<file path="src/rtl/lcm_from_gcd.sv">
// LCM stage fed by the GCD unit: captures (a, b, gcd) on a rising in_valid and
// computes lcm = (a / gcd) * b with a restoring divider followed by a shift-add multiplier.
module lcm_from_gcd #(
   parameter int unsigned WIDTH = 16
) (
   input  logic                 clk,
   input  logic                 rst_n,
   input  logic                 in_valid,
   input  logic [WIDTH-1:0]     a,
   input  logic [WIDTH-1:0]     b,
   input  logic [WIDTH-1:0]     gcd,
   output logic                 busy,
   output logic                 done,
   output logic [2*WIDTH-1:0]   lcm,
   output logic                 dropped
);

   localparam int unsigned LW = 2 * WIDTH;
   localparam int unsigned CW = $clog2(WIDTH + 1);

   localparam logic [1:0] S_IDLE   = 2'd0;
   localparam logic [1:0] S_DIV    = 2'd1;
   localparam logic [1:0] S_MUL    = 2'd2;
   localparam logic [1:0] S_FINISH = 2'd3;

   logic [1:0]       r_state,  w_state_nxt;
   logic             r_in_valid_d;
   logic [WIDTH-1:0] r_b,      w_b_nxt;
   logic [WIDTH-1:0] r_gcd,    w_gcd_nxt;
   logic [WIDTH-1:0] r_dvd,    w_dvd_nxt;
   logic [WIDTH-1:0] r_rem,    w_rem_nxt;
   logic [WIDTH-1:0] r_q,      w_q_nxt;
   logic [LW-1:0]    r_mcand,  w_mcand_nxt;
   logic [LW-1:0]    r_acc,    w_acc_nxt;
   logic [CW-1:0]    r_cnt,    w_cnt_nxt;
   logic [LW-1:0]    r_lcm,    w_lcm_nxt;
   logic             r_busy,   r_done,   r_dropped;

   logic             w_cap;
   logic             w_last;
   logic [WIDTH:0]   w_trial;
   logic             w_ge;
   logic [WIDTH-1:0] w_diff;
   logic [LW-1:0]    w_acc_add;

   assign w_cap     = in_valid & ~r_in_valid_d;
   assign w_last    = (r_cnt == CW'(WIDTH - 1));
   // Remainder stays below gcd, so a successful trial subtraction always fits WIDTH bits.
   assign w_trial   = {r_rem, r_dvd[WIDTH-1]};
   assign w_ge      = (w_trial >= {1'b0, r_gcd});
   assign w_diff    = w_trial[WIDTH-1:0] - r_gcd;
   assign w_acc_add = r_acc + (r_q[0] ? r_mcand : LW'(0));

   // Next-state and datapath update
   always_comb begin
      w_state_nxt = r_state;
      w_b_nxt     = r_b;
      w_gcd_nxt   = r_gcd;
      w_dvd_nxt   = r_dvd;
      w_rem_nxt   = r_rem;
      w_q_nxt     = r_q;
      w_mcand_nxt = r_mcand;
      w_acc_nxt   = r_acc;
      w_cnt_nxt   = r_cnt;
      w_lcm_nxt   = r_lcm;
      case (r_state)
         S_IDLE: begin
            if (w_cap) begin
               w_dvd_nxt = a;
               w_b_nxt   = b;
               w_gcd_nxt = gcd;
               if ((gcd == '0) || (a == '0) || (b == '0)) begin
                  w_lcm_nxt   = '0;
                  w_state_nxt = S_FINISH;
               end else begin
                  w_rem_nxt   = '0;
                  w_q_nxt     = '0;
                  w_cnt_nxt   = '0;
                  w_state_nxt = S_DIV;
               end
            end
         end
         S_DIV: begin
            w_rem_nxt = w_ge ? w_diff : w_trial[WIDTH-1:0];
            w_q_nxt   = {r_q[WIDTH-2:0], w_ge};
            w_dvd_nxt = r_dvd << 1;
            w_cnt_nxt = r_cnt + CW'(1);
            if (w_last) begin
               w_cnt_nxt   = '0;
               w_mcand_nxt = LW'(r_b);
               w_acc_nxt   = '0;
               w_state_nxt = S_MUL;
            end
         end
         S_MUL: begin
            w_acc_nxt   = w_acc_add;
            w_q_nxt     = r_q >> 1;
            w_mcand_nxt = r_mcand << 1;
            w_cnt_nxt   = r_cnt + CW'(1);
            if (w_last) begin
               w_cnt_nxt   = '0;
               w_lcm_nxt   = w_acc_add;
               w_state_nxt = S_FINISH;
            end
         end
         default: begin
            w_state_nxt = S_IDLE;
         end
      endcase
   end

   always_ff @(posedge clk or negedge rst_n) begin
      if (!rst_n) begin
         r_state      <= S_IDLE;
         r_in_valid_d <= 1'b0;
         r_b          <= '0;
         r_gcd        <= '0;
         r_dvd        <= '0;
         r_rem        <= '0;
         r_q          <= '0;
         r_mcand      <= '0;
         r_acc        <= '0;
         r_cnt        <= '0;
         r_lcm        <= '0;
         r_busy       <= 1'b0;
         r_done       <= 1'b0;
         r_dropped    <= 1'b0;
      end else begin
         r_state      <= w_state_nxt;
         r_in_valid_d <= in_valid;
         r_b          <= w_b_nxt;
         r_gcd        <= w_gcd_nxt;
         r_dvd        <= w_dvd_nxt;
         r_rem        <= w_rem_nxt;
         r_q          <= w_q_nxt;
         r_mcand      <= w_mcand_nxt;
         r_acc        <= w_acc_nxt;
         r_cnt        <= w_cnt_nxt;
         r_lcm        <= w_lcm_nxt;
         r_busy       <= (w_state_nxt != S_IDLE);
         r_done       <= (w_state_nxt == S_FINISH);
         r_dropped    <= w_cap & (r_state != S_IDLE);
      end
   end

   assign busy    = r_busy;
   assign done    = r_done;
   assign lcm     = r_lcm;
   assign dropped = r_dropped;

endmodule

</file>
<file path="config.mk">
export PLATFORM = sky130hd
export DESIGN_NAME = lcm_from_gcd
export DESIGN_NICKNAME = d
export VERILOG_FILES = /design/src/rtl/lcm_from_gcd.sv
export SDC_FILE = /design/constraint.sdc
export NUM_CORES = 1
export LEC_CHECK = 0
export CORE_MARGIN = 2
export CORE_UTILIZATION = 50
export DETAILED_ROUTE_END_ITERATION = 7
export PLACE_DENSITY = 0.74
export SLEW_MARGIN = 30
export SYNTH_ARGS = -nofsm -noshare
export SYNTH_HDL_FRONTEND = slang
export SYNTH_SLANG_ARGS = --single-unit
export TNS_END_PERCENT = 10
</file>
<file path="constraint.sdc">
create_clock -name clk -period 5.9 [get_ports clk]
set_input_delay 1.18 -clock clk [delete_from_list [all_inputs] [get_ports clk]]
set_output_delay 1.18 -clock clk [all_outputs]
set_load 0.02 [all_outputs]
</file>
==> metrics.txt <==
status finished clean; # diodes 0; Crit Path Max Fanout 22; yosys warns 0; CP startpoint kind primary input; placed cell count 1,400; Initial Util 51.00%; grt ovf 0; Max Cap Viol 0; CTS root buf clkbuf_16; fraction of layout cells with a size suffix above 1 8.598%; Main synth FF type dfrtp_1; dpl hpwl 15.65 mm; Design Area, Final 11,950 sq um; Worst R2R End r_acc[16]$_DFFE_PN0P_; kind of critical path in2reg; r2r setup slk 2.42 ns; hold path start r_mcand[31]$_DFFE_PN0P_; post-synthesis cell count 1,094; DP Area 11,390 sq um; FFs w/ async S/R, synth 100.0%; Resize count post-CTS 0; die area 21,800 sq um; Area growth, synth to finish 15.84%; Chip Height 147.7 um; Finish-stage setup viols 0; Layout fillers 1,716; DR pass1 iterations 5; Arr. time, crit path 4.16 ns; vias 8,065; Post-layout nets 1,256; initial antenna violation count 0; post-route core utilization 59.07%; # IOs 86; DRC 0; Post-CTS Setup Inserts 0; min cycle time layout 3.836 ns; CP endpoint kind flop; commonest non-fill, non-tap cells in the layout nand2_1, dfrtp_1, o21ai_0, clkdlybuf4s50_1, a21oi_1; PortBufs 85; FP Rows 52; vias in the first global route 7,828; Tot GR Track Use 21.37%; worst setup margin 2.064 ns; fmax 260.7 MHz; RSZ-0062 raised after global routing no; 1st-iter DRT viols 482; first-pass GRT wire length 38.24 mm; worst reg2reg path startpoint r_q[0]$_DFFE_PN0P_; clk_skew 0.01264 ns; largest net degree at the start of global routing 79; Place WS 1.653 ns; Seq cells post-synth 187; number of H-tree levels 4; Clock Pin Slew Worst Setup and Hold Paths 0.07 ns; number of vias per cell 5.628; CTS tree built; worst min path class reg2reg; Clock Tree Buf Depth 2; Hold EP r_mcand[31]$_DFFE_PN0P_; pins over their slew limit 0; Final Non-Filler Cells 1,433; static leakage 5.501 nW; Final Hold Viols 0; Setup TNS Final 0 ns; Total Wirelength 22.21 mm; routability cong. 0.8481; Final period util 65.02%; Slew Limit Headroom 42.86%; Sink Count 187; Post-CTS Hold Fix Bufs 0; Final ANT Viol Nets 0; WL/cell 15.50 um; width of the chip 147.7 um; EDFF count, synth 0; hold path cells 2; Required @ worst endpoint 6.23 ns; synth unique cells 66; clk_lat worst skew 0.44 ns; register area share after synthesis 45.35%; Mapped Nets 1,200; Cell Pwr Density 425.9 nW/um^2; R2R depth 14; Core Region 20,230 sq um; Num CTS Buffers 17; maximum vdd ir drop 0.0002575 V; Mean Syn Cell Area 9.432 sq um; worst slew pin tran 0.8551 ns; Mapped Area 10,320 sq um
-- critical path, cell delays in order --
cell             delay, ns
clkdlybuf4s50_1       0.44
nor4_1                0.63
nand4_1               0.33
nand4b_1              0.24
a21boi_2              0.61
buf_4                 0.34
nand2b_1              0.13
mux2i_1               0.07
a22o_1                0.17
-- final cells by class --
cell class	instances	area [sq um]	area share [%]
multi-input cells	817	5331	44.60
flip-flops and latches	187	4681	39.16
repair buffers	95	937.1	7.840
clock buffers	22	454.2	3.800
well taps	270	337.8	2.826
inverters	32	120.1	1.005
clock inverters	10	91.34	0.7642
-- cells in the mapped netlist (all sizes together), types with 3 or more instances --
library cell    n  area share, %
a211oi          4           0.34
a21boi          4           0.33
a21o           22            1.6
a21oi          59            2.9
a221o           4           0.39
a22o           14            1.2
a22oi          12           0.87
a31o            5           0.51
and2           36            2.2
and3            8           0.49
buf             9           0.36
clkbuf         49            1.8
dfrtp         187             45
ha             53            6.4
inv            32            1.2
mux2           37            4.0
mux2i          33            3.2
nand2         186            6.8
nand2b          7           0.42
nand3          34            1.6
nand3b          3           0.22
nand4          18            1.1
nor2           44            1.6
nor2b           5           0.30
nor3           16           0.78
nor4           12           0.73
o211ai         11           0.85
o21a            7           0.51
o21ai         101            4.9
o21bai          5           0.36
o311ai          3           0.25
o31ai           9           0.70
or2             5           0.30
xnor2          17            1.4
xor2           14            1.2
-- cell families after synthesis --
| kind of cell | after synthesis | synth area share [%] |
|---|---|---|
| AOI/OAI and AO/OA | 280 | 17.44 |
| xor gates and xnor gates | 31 | 2.631 |
| adders and majority gates | 55 | 6.815 |
| buffers and inverters | 90 | 3.310 |
| DFF | 187 | 45.35 |
| muxes | 70 | 7.239 |
| and+or+nand+nor | 381 | 17.22 |
-- flip-flops by register name, indices dropped and copies added (netlist names) --
signal / cells
r_in_valid_d: 1
r_dvd: 16
r_acc: 32
r_cnt: 5
dropped: 1
r_state: 2
r_q: 16
r_gcd: 16
lcm: 32
r_rem: 16
done: 1
r_mcand: 32
r_b: 16
busy: 1
-- worst max path at each step --
stage          cells after the start  slack [ns]               start              endpoint
6_report                           9        2.06             gcd[10]  r_cnt[2]$_DFFE_PN0P_
2_1_floorplan                     13        2.94  r_q[0]$_DFFE_PN0P_   lcm[27]$_DFFE_PN0P_
5_1_grt                            9        1.92             gcd[10]  r_cnt[2]$_DFFE_PN0P_
3_5_place_dp                       9        1.65             gcd[10]  r_cnt[2]$_DFFE_PN0P_
4_1_cts                           14        2.08  r_q[0]$_DFFE_PN0P_   lcm[16]$_DFFE_PN0P_
3_3_place_gp                       9        1.66             gcd[10]  r_cnt[2]$_DFFE_PN0P_
-- metrics by stage --
stage | hold WS [ns] | power [mW]
finish | 0.4716 | 5.091
global route | 0.5125 | 5.483
CTS | 0.4775 | 5.108
detailed placement | 0.4606 | 4.014
global placement | 0.4510 | 3.949
floorplan | 0.4391 | 3.455
-- routing by layer --
metal | track usage (%) | vias up | part of all wire [%]
met5 | 0 | - | 0
met4 | 6.731 | 0 | 1.5
met3 | 2.716 | 24 | 2.8
met2 | 35.47 | 142 | 49
met1 | 29.42 | 3903 | 47
li1 | - | 3996 | -
-- power breakdown --
part,switching [mW],leakage (nW),internal [mW]
Combinational,1.29,2.79,0.837
Sequential,0.248,2.45,1.62
Clock,0.497,0.265,0.593
Note: power is estimated with default switching activity, not from simulation.
